===== src/rtl/word_gen_pkg.sv =====
// Shared types and constants for the character-range word generator.
package word_gen_pkg;

  typedef enum logic [1:0] {
    EMPTY = 2'd0,
    READY = 2'd1,
    RUN   = 2'd2
  } state_e;

  localparam logic DIR_ASC  = 1'b0;
  localparam logic DIR_DESC = 1'b1;

  localparam int CHARS_NUMBER_MAX_7 = 96;
  localparam int CHARS_NUMBER_MAX_8 = 224;

  function automatic int chars_number_max(input int char_bits);
    return (char_bits == 7) ? CHARS_NUMBER_MAX_7 : CHARS_NUMBER_MAX_8;
  endfunction

  // Index/count fields must hold 0..CHARS_NUMBER_MAX inclusive.
  function automatic int num_w(input int char_bits);
    return $clog2(chars_number_max(char_bits) + 1);
  endfunction

endpackage


===== src/rtl/word_gen_char_range_bidir_if.sv =====
// Configuration / operation / output bundle of one generator position.
interface word_gen_char_range_bidir_if #(
  parameter int CHAR_BITS = 7
);
  import word_gen_pkg::*;

  localparam int NUM_W = num_w(CHAR_BITS);

  logic [CHAR_BITS-1:0] din;
  logic                 conf_en_chars;
  logic [NUM_W-1:0]     conf_char_addr;
  logic                 conf_en_num_chars;
  logic [NUM_W-1:0]     conf_num_chars;
  logic                 conf_dir;
  logic                 conf_en_start_idx;
  logic [NUM_W-1:0]     conf_start_idx;
  logic                 op_start;
  logic                 op_next;
  logic                 carry_in;
  logic                 carry;
  logic [CHAR_BITS-1:0] dout;
  logic                 dout_valid;

  modport master (
    output din, conf_en_chars, conf_char_addr, conf_en_num_chars, conf_num_chars,
           conf_dir, conf_en_start_idx, conf_start_idx, op_start, op_next, carry_in,
    input  carry, dout, dout_valid
  );

  modport slave (
    input  din, conf_en_chars, conf_char_addr, conf_en_num_chars, conf_num_chars,
           conf_dir, conf_en_start_idx, conf_start_idx, op_start, op_next, carry_in,
    output carry, dout, dout_valid
  );

endinterface


===== src/rtl/word_gen_char_ram.sv =====
// Simple dual-port character store: one write port, one registered read port
// with read enable and a synchronous clear of the output register.
module word_gen_char_ram #(
  parameter int DATA_W = 7,
  parameter int ADDR_W = 7
) (
  input  logic              clk,
  input  logic              rst,
  input  logic              we,
  input  logic [ADDR_W-1:0] waddr,
  input  logic [DATA_W-1:0] wdata,
  input  logic              re,
  input  logic [ADDR_W-1:0] raddr,
  input  logic              clr,
  output logic [DATA_W-1:0] rdata
);

  logic [DATA_W-1:0] mem [2**ADDR_W];
  logic [DATA_W-1:0] rdata_q;
  logic [DATA_W-1:0] rdata_d;

  // Contents are never reset.
  always_ff @(posedge clk) begin
    if (we) begin
      mem[waddr] <= wdata;
    end
  end

  // Read samples the array before the same-edge write lands: old data wins.
  always_comb begin
    rdata_d = rdata_q;
    if (clr) begin
      rdata_d = '0;
    end else if (re) begin
      rdata_d = mem[raddr];
    end
  end

  always_ff @(posedge clk or posedge rst) begin
    if (rst) begin
      rdata_q <= '0;
    end else begin
      rdata_q <= rdata_d;
    end
  end

  assign rdata = rdata_q;

endmodule


===== src/rtl/word_gen_char_range_bidir.sv =====
// One position of a word generator stepping through a configurable character range.
// Define WORD_GEN_EXTRA_REGISTER_STAGE_EN to add an output register stage (latency 2).
module word_gen_char_range_bidir
  import word_gen_pkg::*;
#(
  parameter int CHAR_BITS = 7
) (
  input logic                        clk,
  input logic                        rst,
  word_gen_char_range_bidir_if.slave bus
);

  localparam int NUM_W = num_w(CHAR_BITS);

  state_e               state_q, state_d;
  logic [NUM_W-1:0]     idx_q, idx_d;
  logic [NUM_W-1:0]     start_idx_q, start_idx_d;
  logic [NUM_W-1:0]     num_chars_q, num_chars_d;
  logic                 dir_q, dir_d;
  logic                 carry_q, carry_d;
  logic                 valid_q, valid_d;
  logic [NUM_W-1:0]     last_idx;
  logic                 cfg_blk;
  logic                 step_req;
  logic                 next_ok;
  logic                 rd_en;
  logic                 rd_clr;
  logic [CHAR_BITS-1:0] ram_rdata;

  assign last_idx = num_chars_q - 1'b1;
  assign cfg_blk  = bus.conf_en_num_chars | bus.conf_en_start_idx;
  assign step_req = bus.op_next & bus.carry_in & next_ok;

  always_comb begin
    state_d     = state_q;
    idx_d       = idx_q;
    start_idx_d = start_idx_q;
    num_chars_d = num_chars_q;
    dir_d       = dir_q;
    carry_d     = carry_q;
    valid_d     = valid_q;
    rd_en       = 1'b0;
    rd_clr      = 1'b0;

    if (bus.conf_en_start_idx) begin
      start_idx_d = bus.conf_start_idx;
    end

    if (bus.conf_en_num_chars) begin
      num_chars_d = bus.conf_num_chars;
      dir_d       = bus.conf_dir;
      valid_d     = 1'b0;
      if (bus.conf_num_chars == '0) begin
        state_d = EMPTY;
        rd_clr  = 1'b1;
      end else begin
        state_d = READY;
      end
    end else if (!cfg_blk) begin
      if (bus.op_start) begin
        // An empty range is transparent: it only raises valid.
        carry_d = 1'b0;
        valid_d = 1'b1;
        if (state_q != EMPTY) begin
          state_d = RUN;
          rd_en   = 1'b1;
          idx_d   = (start_idx_q >= num_chars_q) ? '0 : start_idx_q;
        end
      end else if (step_req) begin
        case (state_q)
          EMPTY: carry_d = 1'b1;
          RUN: begin
            rd_en = 1'b1;
            if (dir_q == DIR_ASC) begin
              carry_d = (idx_q == last_idx);
              idx_d   = (idx_q == last_idx) ? '0 : idx_q + 1'b1;
            end else begin
              carry_d = (idx_q == '0);
              idx_d   = (idx_q == '0) ? last_idx : idx_q - 1'b1;
            end
          end
          default: ;
        endcase
      end
    end
  end

  always_ff @(posedge clk or posedge rst) begin
    if (rst) begin
      state_q     <= EMPTY;
      idx_q       <= '0;
      start_idx_q <= '0;
      num_chars_q <= '0;
      dir_q       <= DIR_ASC;
      carry_q     <= 1'b0;
      valid_q     <= 1'b0;
    end else begin
      state_q     <= state_d;
      idx_q       <= idx_d;
      start_idx_q <= start_idx_d;
      num_chars_q <= num_chars_d;
      dir_q       <= dir_d;
      carry_q     <= carry_d;
      valid_q     <= valid_d;
    end
  end

  // The read port registers dout; addressing with idx_d gives one-cycle latency.
  word_gen_char_ram #(
    .DATA_W (CHAR_BITS),
    .ADDR_W (NUM_W)
  ) u_char_ram (
    .clk   (clk),
    .rst   (rst),
    .we    (bus.conf_en_chars),
    .waddr (bus.conf_char_addr),
    .wdata (bus.din),
    .re    (rd_en),
    .raddr (idx_d),
    .clr   (rd_clr),
    .rdata (ram_rdata)
  );

`ifdef WORD_GEN_EXTRA_REGISTER_STAGE_EN
  logic                 start_q, start_d;
  logic                 adv_q, adv_d;
  logic [CHAR_BITS-1:0] dout_q, dout_d;
  logic                 carry_out_q, carry_out_d;
  logic                 valid_out_q, valid_out_d;

  // The second stage reloads the cycle after anything that changed the first.
  always_comb begin
    start_d     = bus.op_start & ~cfg_blk;
    adv_d       = start_d | bus.conf_en_num_chars
                | (bus.op_next & bus.carry_in & ~cfg_blk & ~bus.op_start);
    dout_d      = dout_q;
    carry_out_d = carry_out_q;
    valid_out_d = valid_out_q;
    if (adv_q) begin
      dout_d      = ram_rdata;
      carry_out_d = carry_q;
      valid_out_d = valid_q;
    end
  end

  always_ff @(posedge clk or posedge rst) begin
    if (rst) begin
      start_q     <= 1'b0;
      adv_q       <= 1'b0;
      dout_q      <= '0;
      carry_out_q <= 1'b0;
      valid_out_q <= 1'b0;
    end else begin
      start_q     <= start_d;
      adv_q       <= adv_d;
      dout_q      <= dout_d;
      carry_out_q <= carry_out_d;
      valid_out_q <= valid_out_d;
    end
  end

  assign next_ok        = ~start_q;
  assign bus.dout       = dout_q;
  assign bus.carry      = carry_out_q;
  assign bus.dout_valid = valid_out_q;
`else
  assign next_ok        = 1'b1;
  assign bus.dout       = ram_rdata;
  assign bus.carry      = carry_q;
  assign bus.dout_valid = valid_q;
`endif

endmodule


===== src/flat_wrapper.sv =====
// flat-port wrapper written by rule: the top's interface ports become plain ports
module word_gen_char_range_bidir_flat import word_gen_pkg::*;
#(
  parameter int CHAR_BITS = 7
)
  (clk, rst, bus_din, bus_conf_en_chars, bus_conf_char_addr, bus_conf_en_num_chars, bus_conf_num_chars, bus_conf_dir, bus_conf_en_start_idx, bus_conf_start_idx, bus_op_start, bus_op_next, bus_carry_in, bus_carry, bus_dout, bus_dout_valid);
  word_gen_char_range_bidir_if #(.CHAR_BITS(CHAR_BITS)) bus_i ();
  input logic clk;
  input logic rst;
  input wire logic [$bits(bus_i.din)-1:0] bus_din;
  input wire logic [$bits(bus_i.conf_en_chars)-1:0] bus_conf_en_chars;
  input wire logic [$bits(bus_i.conf_char_addr)-1:0] bus_conf_char_addr;
  input wire logic [$bits(bus_i.conf_en_num_chars)-1:0] bus_conf_en_num_chars;
  input wire logic [$bits(bus_i.conf_num_chars)-1:0] bus_conf_num_chars;
  input wire logic [$bits(bus_i.conf_dir)-1:0] bus_conf_dir;
  input wire logic [$bits(bus_i.conf_en_start_idx)-1:0] bus_conf_en_start_idx;
  input wire logic [$bits(bus_i.conf_start_idx)-1:0] bus_conf_start_idx;
  input wire logic [$bits(bus_i.op_start)-1:0] bus_op_start;
  input wire logic [$bits(bus_i.op_next)-1:0] bus_op_next;
  input wire logic [$bits(bus_i.carry_in)-1:0] bus_carry_in;
  output wire logic [$bits(bus_i.carry)-1:0] bus_carry;
  output wire logic [$bits(bus_i.dout)-1:0] bus_dout;
  output wire logic [$bits(bus_i.dout_valid)-1:0] bus_dout_valid;
  assign bus_i.din = bus_din;
  assign bus_i.conf_en_chars = bus_conf_en_chars;
  assign bus_i.conf_char_addr = bus_conf_char_addr;
  assign bus_i.conf_en_num_chars = bus_conf_en_num_chars;
  assign bus_i.conf_num_chars = bus_conf_num_chars;
  assign bus_i.conf_dir = bus_conf_dir;
  assign bus_i.conf_en_start_idx = bus_conf_en_start_idx;
  assign bus_i.conf_start_idx = bus_conf_start_idx;
  assign bus_i.op_start = bus_op_start;
  assign bus_i.op_next = bus_op_next;
  assign bus_i.carry_in = bus_carry_in;
  assign bus_carry = bus_i.carry;
  assign bus_dout = bus_i.dout;
  assign bus_dout_valid = bus_i.dout_valid;
  word_gen_char_range_bidir #(.CHAR_BITS(CHAR_BITS)) u_core (.clk(clk), .rst(rst), .bus(bus_i));
endmodule

===== config.mk =====
export PLATFORM = sky130hd
export DESIGN_NAME = word_gen_char_range_bidir_flat
export DESIGN_NICKNAME = d
export VERILOG_FILES = /design/src/rtl/word_gen_pkg.sv /design/src/rtl/word_gen_char_range_bidir_if.sv /design/src/rtl/word_gen_char_ram.sv /design/src/rtl/word_gen_char_range_bidir.sv /design/src/flat_wrapper.sv
export SDC_FILE = /design/constraint.sdc
export NUM_CORES = 1
export LEC_CHECK = 0
export BUFFER_PORTS_ARGS = -buffer_cell sky130_fd_sc_hd__buf_2
export CAP_MARGIN = 20
export CORE_UTILIZATION = 45
export DETAILED_ROUTE_END_ITERATION = 8
export PLACE_DENSITY_LB_ADDON = 0.08
export SYNTH_ARGS = -nofsm -noshare
export SYNTH_HDL_FRONTEND = slang
export SYNTH_SLANG_ARGS = --single-unit

===== constraint.sdc =====
create_clock -name clk -period 4.3 [get_ports clk]
set_input_delay 0.86 -clock clk [delete_from_list [all_inputs] [get_ports clk]]
set_output_delay 0.86 -clock clk [all_outputs]
set_load 0.02 [all_outputs]

Word level (Yosys, flattened, before mapping)
Memory sizes are Yosys's and may differ from the RTL's. Index checks and enable logic that the tools add are counted.

Register bits after elaboration: 33. Bits in writable memories: 896. Bits of input ports: 37. Output and inout bits: 9. Logic and storage cells: 66. Memories kept: 1.

$add $sub $neg: 3. Order comparisons: 1. Equality and inequality tests: 3. Muxes and demuxes: 34. Bitwise gates (word level): 4. Reduce and logical (&&, ||, !) cells: 12.

Memories: u_core.u_char_ram.mem (words 128, width 7, read ports 1, clocked after Yosys merged registers in 0, write ports 1, line word_gen_char_ram.sv:18) `logic [DATA_W-1:0] mem [2**ADDR_W];`.

Operators with widths (count): $mux 7 (12); $mux 1 (17); $logic_not 7->1 (2); $sub 7x1->7 const B (2); $reduce_bool 2->1 (5); $mux 2 (4); $add 7x1->7 const B (1); $eq 7x7->1 (1); $ge 7x7->1 (1); $reduce_and 4->1 (1); $reduce_and 3->1 (1); $reduce_bool 3->1 (1); $eq 2x2->1 const B (1); $logic_not 2->1 (1); $ne 2x2->1 const B (1); $not 1->1 (2); $pmux 1 s2 (1); $reduce_and 2->1 (1); $and 1x1->1 (1); $or 1x1->1 (1).

Logic depth before layout (Yosys ltp)
Gate-level depths: netlist of the first run. An unclocked memory read counts as a cell.

Depth after elaboration: 12. Gate-level depth with buffers: 21. Depth with buffers taken out: 14.

Cells and area by module
From an unflattened synthesis of the first run, not the netlist that was laid out.

Cells, all modules: 2104. Area, all modules: 37647.4 µm².

By module, submodules not included: word_gen_char_ram (times used 1, cells each 1880, area each 35723.0 µm², sequential area each 27081.0 µm²); word_gen_char_range_bidir (times used 1, cells each 224, area each 1924.3 µm², sequential area each 650.6 µm²).

Worst setup path after synthesis of the first run
OpenSTA, ideal clock, no wires.

Path kind: input port to flip-flop. Start: in bus_conf_en_start_idx. End: reg u_core.u_char_ram.rdata_q[5] (netlist: u_core.u_char_ram.rdata[5]). Library setup time: 0.136 ns. Data arrival time: 3.614 ns. Required time: 4.164 ns. Slack: 0.550 ns. Cell stages on the path: 16. Buffers on the path: 4. Cell sequence: or2_1 -> clkbuf_1 -> nor2_2 -> o21ai_0 -> a22oi_1 -> o21a_1 -> buf_4 -> inv_2 -> buf_2 -> buf_4 -> a2111oi_0 -> a211oi_1 -> o2111ai_1 -> nand3_1 -> a32oi_1 -> nand4_1.

Word-level cells in the longest chain between the ends: 6. Elaborated cells on any way between the ends: 9. Classes of those cells: mux (6); bitwise (1); reduce/logical (1); memory (1).

Ends and longest elaborated chain: start, declared (line flat_wrapper.sv:16) `input wire logic [$bits(bus_i.conf_en_start_idx)-1:0] bus_conf_en_start_idx;`; $or 1x1->1 (*) (line word_gen_char_range_bidir.sv:31) `assign cfg_blk = bus.conf_en_num_chars | bus.conf_en_start_idx;`; $mux 7 (line word_gen_char_range_bidir.sv:59) `end else if (!cfg_blk) begin`; $mux 7 (line word_gen_char_range_bidir.sv:49) `if (bus.conf_en_num_chars) begin`; $mem_v2 128x7; $mux 7 (line word_gen_char_ram.sv:34) `end else if (re) begin`; $mux 7 (line word_gen_char_ram.sv:32) `if (clr) begin`; end signal, assigned (line word_gen_char_ram.sv:43) `rdata_q <= rdata_d;`; end, declared (line word_gen_char_ram.sv:19) `logic [DATA_W-1:0] rdata_q;`.

Every way passes the cells marked *; elsewhere a longest branch is shown, timed or not. The select of a mux whose other input is x is not followed. A chain may end at the register's enable or synchronous reset.

Worst setup path in the final report of the first run
Start: reg u_core.num_chars_q[5]. End: reg u_core.u_char_ram.rdata_q[3] (netlist: u_core.u_char_ram.rdata[3]).

Word-level cells in the longest chain between the ends: 12. Elaborated cells on any way between the ends: 16. Classes of those cells: add/sub (1); order compare (1); eq/ne (1); mux (12); memory (1).

Ends and longest elaborated chain: start, declared (line word_gen_char_range_bidir.sv:18) `logic [NUM_W-1:0] num_chars_q, num_chars_d;`; start signal, assigned (line word_gen_char_range_bidir.sv:101) `num_chars_q <= num_chars_d;`; $sub 7x1->7 (line word_gen_char_range_bidir.sv:30) `assign last_idx = num_chars_q - 1'b1;`; $eq 7x7->1 (line word_gen_char_range_bidir.sv:76) `idx_d = (idx_q == last_idx) ? '0 : idx_q + 1'b1;`; $mux 7 (line word_gen_char_range_bidir.sv:76); $mux 7 (line word_gen_char_range_bidir.sv:74) `if (dir_q == DIR_ASC) begin`; $mux 7 (line word_gen_char_range_bidir.sv:70) `case (state_q)`; $mux 7 (line word_gen_char_range_bidir.sv:69) `end else if (step_req) begin`; $mux 7 (*) (line word_gen_char_range_bidir.sv:60) `if (bus.op_start) begin`; $mux 7 (*) (line word_gen_char_range_bidir.sv:59); $mux 7 (*) (line word_gen_char_range_bidir.sv:49); $mem_v2 128x7 (*); $mux 7 (*) (line word_gen_char_ram.sv:34); $mux 7 (*) (line word_gen_char_ram.sv:32).

Marked as above.

==> flow_summary.ini, run 1 <==
[sta]
setup_violations = 0
relSlewSlack_pct = 23.0
fin_crit_ns = 4.18
worstMarginPinSlew_ns = 1.15
hold_violations = 0
rsz0062_at_grt = yes
fmax_mhz = 239
fin_crit_sh_pct = 97.2
finClkSkew_ns = 0.0258
drv_slew = 0
setup_tns_ns = 0
fin_hold_ws_ns = 0.346

[finish]
multiInputGateArea_sq_mm = 0.0101
syn2layout_area_growth_pct = 17.2
seq_area_sq_mm = 0.0277
fillers = 6999
drive_gt1_share_pct = 17.2
nets = 3084
final_area_sq_mm = 0.0451

[routing]
first_iter_violations = 2426
drc = 0
vias = 24800
wl_um = 112000
wl_per_cell_um = 26.5
drt-vias-per-instance = 5.84
drt-pass1-iter-count = 8
drtAntennaViolNets = 0

[global_routing]
grt_use_total_pct = 25.8
grt_overflow_total = 0
grtUsageMet3_pct = 3.90
grt_max_degree = 90
grt_use_met1_pct = 36.1
first_global_vias = 23900
use_met2_pct = 42.0
grt_pass1_wl_um = 163000
antenna_found_initial = 2
busiest_layer = met2

[worst_setup_path]
endpoint_kind = register
required_ns = 4.87
r2r-end = u_core.u_char_ram.rdata[3]
critPathLaunchType = register
r2r_setup_slack_ns = 0.12
worstSetupStartpoint = u_core.num_chars_q[5]
endpoint = u_core.u_char_ram.rdata[3]
path_class = register to register
reg2reg_depth = 18
r2r-start = u_core.num_chars_q[5]
critPathMaxFanout = 21
cp.arrival_ns = 4.75

[floorplanning]
fp.coreArea_sq_mm = 0.0841
die_w_um = 294
floorplan.die.height_um = 294
die_area_sq_mm = 0.0866
rows = 106
io_pins = 46
start_util_pct = 45.7

[logic_synthesis]
synth-compound-area-share_pct = 5.22
synth_seq_cells = 929
synth-xor-area-share_pct = 0.319
synth-simple-area-share_pct = 14.0
syn_nets = 2861
async_flop_share_pct = 3.55
synthCells = 2813
synth.distinct_cells = 78
synth_ff_type = edfxtp_1
synth_warnings = 0
synth_top_family_by_area = simple AND/OR/NAND/NOR gates
avgSynthCellArea_sq_um = 13.7
synthAdderAreaFrac_pct = 0.358
synthMuxAreaShare_pct = 5.82
ys_seq_area_share_pct = 72.1
synth_area_sq_mm = 0.0385
synth-edff-count = 896

[clocking]
clock_latency_ns = 0.66
tritoncts = done
clkSlewWorstSetupHoldPaths_ns = 0.06
clockRootBuffer = clkbuf_16
numCtsBuffers = 96
cts_sinks = 929
clk_path_buf_depth = 3
cts-htree-levels = 3
cts_hold_buf = 0

[power]
power_density_mw_per_mm2 = 558
vdd_drop_max_uv = 348
p_leak_nw = 15.6

[hold_path]
hold_class = primary input to async pin

[placed_design]
dpl-instance-area_sq_mm = 0.0415
io_buffers = 45
place_congestion = 0.899
dp_hpwl_um = 72000

[flow_run]
cap_violations = 0

[outcome]
status = completed
[worst min-delay path by stage]
stage	cells past startpoint	slack, ns	to
finish	3	0.35	u_core.dir_q
global route	3	0.38	u_core.num_chars_q[1]
CTS	3	0.33	u_core.num_chars_q[0]
detailed placement	2	0.50	u_core.bus.carry
global placement	2	0.49	u_core.bus.dout_valid
floorplan	1	0.50	u_core.start_idx_q[5]
[final cells by class]
| type | count | share of cell area, % |
|---|---|---|
| multi-input combinational | 1696 | 22.4 |
| antenna | 1 | 0.00555 |
| sequential | 929 | 61.5 |
| inverter | 19 | 0.211 |
| clock inverter | 53 | 1.28 |
| timing repair buffer | 294 | 5.86 |
| tap | 1134 | 3.15 |
| clock buffer | 122 | 5.59 |
[stage by stage]
stage | total power [mW] | std cells | util, % | setup slack [ns]
3_5_place_dp | 16.6 | 4057 | 49.4 | -0.562
5_1_grt | 26.1 | 4247 | 53.6 | -0.0498
3_3_place_gp | 16.6 | 4055 | 49.4 | -0.581
2_1_floorplan | 14.0 | 2813 | - | 0.550
4_1_cts | 24.9 | 4232 | 53.2 | 0.00527
6_report | 25.2 | 4248 | 53.6 | 0.121
[worst max-delay path: stages (launching register included)]
cell and delay, ns:
dfrtp_1 0.40, inv_1 0.11, ha_1 0.32, a21o_1 0.18, a2111oi_2 0.37, o21a_1 0.22, o211ai_1 0.18, o21a_4 0.31
inv_16 0.18, buf_16 0.21, buf_16 0.18, nand2_1 0.07, nand3_1 0.08, nand3_1 0.12, a31o_2 0.31, a2111oi_2 0.41
buf_2 0.22, buf_4 0.12, nand4b_1 0.09
[metal layers]
| layer | routed length [um] | vias up |
|---|---|---|
| met5 | 13 | - |
| met4 | 2660 | 2 |
| met3 | 7550 | 148 |
| met2 | 54000 | 925 |
| met1 | 48100 | 12700 |
| li1 | - | 11000 |
[logic make-up after synthesis]
group,after synthesis
compound gates,283
flops,929
mux,163
xor+xnor,14
simple gates,1225
fa+ha+maj,11
buf+inv,188
[placed cells by master, fill, tap and decap left out, types with 31 or more instances in the layout]
| cell type | count |
|---|---|
| and3_1 | 40 |
| clkbuf_16 | 102 |
| nor2_1 | 150 |
| mux4_2 | 47 |
| buf_2 | 39 |
| dfrtp_1 | 32 |
| nand4_1 | 31 |
| mux2i_1 | 101 |
| buf_4 | 215 |
| a21oi_1 | 47 |
| edfxtp_1 | 896 |
| o21ai_0 | 32 |
| nand3_1 | 287 |
| nand2_1 | 619 |
[synthesized netlist by cell type, types with 33 or more instances]
master	instances	area, sq um
clkbuf_1	63	236
a21oi_1	48	240
edfxtp_1	896	26900
mux2i_1	102	1020
mux4_2	47	1060
dfrtp_1	33	826
nand2_1	620	2330
and3_1	40	250
nand3_1	290	1450
buf_2	69	345
o21ai_0	36	180
nor2_1	151	567
[state kept, by name, summed over array words and instances (netlist names)]
signal / cells
u_core.state_q: 2
u_core.dir_q: 1
u_core.bus.dout_valid: 1
u_core.idx_q: 7
u_core.start_idx_q: 7
u_core.u_char_ram.mem: 896
u_core.u_char_ram.rdata: 7
u_core.bus.carry: 1
u_core.num_chars_q: 7
[what timing repair did]
action / CTS / global route
hold endpoints to repair: 0 / 0
setup endpoints to repair: 6 / 7
gates cloned: 0 / 6
pin swaps: 0 / 7
resized for setup: 19 / 34
setup buffers: 0 / 10
[where the power goes]
part | leakage (nW) | switching, mW | internal (mW)
Clock | 1.51 | 3.47 | 4.81
Combinational | 5.68 | 4.16 | 2.58
Sequential | 8.45 | 0.135 | 10.0
Power figures use the tool's default switching activity.
==> inputs of run 2 (changes only) <==
CTS_BUF_LIST = sky130_fd_sc_hd__clkbuf_8 sky130_fd_sc_hd__clkbuf_16   (was unset)
SYNTH_HIERARCHICAL = 1   (was unset)
==> flow_summary.ini, run 2 <==
[routing]
wl_per_cell_um = 27.7
first_iter_violations = 2094
drt-vias-per-instance = 5.87
vias = 20400
wl_um = 96200
drtAntennaViolNets = 0
drc = 0
drt-pass1-iter-count = 6

[global_routing]
grt_use_total_pct = 22.8
antenna_found_initial = 1
grt_overflow_total = 0
first_global_vias = 20600
grt_max_degree = 110
grt_pass1_wl_um = 141000

[floorplanning]
rows = 105
die_w_um = 291
die_area_sq_mm = 0.0848
fp.coreArea_sq_mm = 0.0824
io_pins = 46
floorplan.die.height_um = 291
start_util_pct = 45.7

[finish]
nets = 2378
final_common_cell = edfxtp_1
fillers = 6568
final_area_sq_mm = 0.0435
syn2layout_area_growth_pct = 15.6
largest_reg_flops = 896
layout_common_cells = edfxtp_1, nor2_1, buf_4, mux2i_1, mux4_2
drive_gt1_share_pct = 23.1
top_register = u_core/u_char_ram/mem

[logic_synthesis]
ys_top_cells_by_count = edfxtp_1, nor2_1, mux2i_1
synth_top_family_by_area = multiplexers
synth-compound-area-share_pct = 5.01
synthAdderAreaFrac_pct = 0.332
synth-edff-count = 896
syn_nets = 2151
synth-simple-area-share_pct = 4.93
yosysTopAreaCell = edfxtp_1
synthMuxAreaShare_pct = 13.5
synth_warnings = 6
ys_seq_area_share_pct = 73.7
async_flop_share_pct = 3.55
synth_area_sq_mm = 0.0376
synth.most_common_cell = edfxtp_1
synth_seq_cells = 929
synth.distinct_cells = 67
avgSynthCellArea_sq_um = 17.9
synthCells = 2104
netlist_top_cells_area = edfxtp_1, mux4_2, mux2i_1
synth_ff_type = edfxtp_1
synth_top_area_share_pct = 71.5
synth-xor-area-share_pct = 0.469

[power]
power_density_mw_per_mm2 = 520
seq_power_share_pct = 44.6
power_mw = 22.6
netSwitchingFraction_pct = 26.8
combPwrFrac_pct = 20.0
internal_power_mw = 16.6
vdd_drop_max_uv = 311
netSwitchingPower_mw = 6.08
p_leak_nw = 14.5
clockPowerShare_pct = 35.4

[clocking]
clk_path_buf_depth = 3
cts-htree-levels = 3
clockRootBuffer = clkbuf_16
cts_sinks = 929
tritoncts = done
cts_hold_buf = 0
clkSlewWorstSetupHoldPaths_ns = 0.06
clock_latency_ns = 0.66
numCtsBuffers = 97

[sta]
fin_hold_ws_ns = 0.166
fin_crit_sh_pct = 96.8
fmax_mhz = 240
fin_crit_ns = 4.16
rsz0062_at_grt = yes
drv_slew = 0
fin_ws_ns = 0.139
hold_violations = 0
finClkSkew_ns = 0.0269
setup_violations = 0
setup_tns_ns = 0
worstMarginPinSlew_ns = 1.22
relSlewSlack_pct = 18.3

[placed_design]
dp_hpwl_um = 63700
io_buffers = 45
place_congestion = 0.902
dp_slack_ns = -0.0744
dpl-instance-area_sq_mm = 0.0404

[hold_path]
hold_class = primary input to async pin

[worst_setup_path]
required_ns = 4.84
critPathMaxFanout = 16
r2r_setup_slack_ns = 0.14
r2r-end = u_core/u_char_ram/rdata[5]
cp.arrival_ns = 4.70
endpoint_kind = register
reg2reg_depth = 19
r2r-start = u_core/num_chars_q[1]
critPathLaunchType = register
path_class = register to register

[outcome]
status = completed

[flow_run]
cap_violations = 0
==> run 2: per-stage QoR <==
stage	std cells	util, %
4_1_cts	3471	52.7
2_1_floorplan	2104	-
5_1_grt	3475	52.8
3_3_place_gp	3299	49.0
6_report	3477	52.8
3_5_place_dp	3299	49.0
==> run 2: how the worst max path moves through the flow <==
stage	from	to	depth (start not counted)
final	u_core/num_chars_q[1]	u_core/u_char_ram/rdata[5]	19
after global placement	u_core/num_chars_q[0]	u_core/u_char_ram/rdata[6]	14
after detailed placement	u_core/num_chars_q[0]	u_core/u_char_ram/rdata[6]	17
after CTS	u_core/num_chars_q[0]	u_core/u_char_ram/rdata[1]	19
after floorplan	u_core/idx_q[0]	u_core/u_char_ram/rdata[2]	18
after global routing	u_core/num_chars_q[0]	u_core/u_char_ram/rdata[2]	18
==> run 2: cell families after synthesis <==
family,Yosys count
compound gates,277
xor+xnor,17
fa+ha+maj,10
buf+inv,136
flops,929
mux,324
simple gates,411
==> run 2: final cells by class <==
cell class              count  area [sq um]  area share (%)
multi-input cells        1039          9220            21.2
clock buffers             101          2500            5.75
clock inverters            71           536            1.23
diodes                      3          7.51          0.0172
well taps                1070          1340            3.08
flip-flops and latches    929         27700            63.7
inverters                  14          52.6           0.121
repair buffers            250          2130            4.90
==> run 2: per-layer routing <==
metal	GRT usage (%)	up-vias	part of all wire [%]
met3	3.56	123	6.0
met1	32.7	10700	44
li1	-	8944	-
met5	0	-	0
met4	5.76	0	2.0
met2	36.7	660	48
==> run 2: repair_timing <==
action | in CTS | in global routing
gates resized for setup | 3 | 14
hold endpoints to repair | 0 | 0
setup endpoints to repair | 2 | 7
setup buffers | 0 | 1
==> run 2: worst max-delay path: stages, from the launching register on <==
cell,delay (ns)
dfrtp_1,0.40
inv_1,0.10
ha_1,0.20
nor3b_1,0.26
buf_4,0.17
nand3_1,0.13
xnor2_1,0.16
and4_4,0.20
buf_4,0.14
or3_1,0.40
a211oi_4,0.34
buf_12,0.20
buf_4,0.22
nand2_1,0.19
o22ai_1,0.28
a311oi_1,0.08
buf_4,0.17
o31ai_1,0.13
buf_4,0.20
a211oi_1,0.06
==> run 2: power by group through the flow <==
stage               Sequential [mW]  Combinational (mW)  Clock [mW]
CTS                            10.1                4.52        8.17
finish                         10.1                4.54        8.01
detailed placement             10.3                4.50           0
global route                   10.1                4.79        8.51
floorplan                      10.3                2.57           0
global placement               10.3                4.49           0
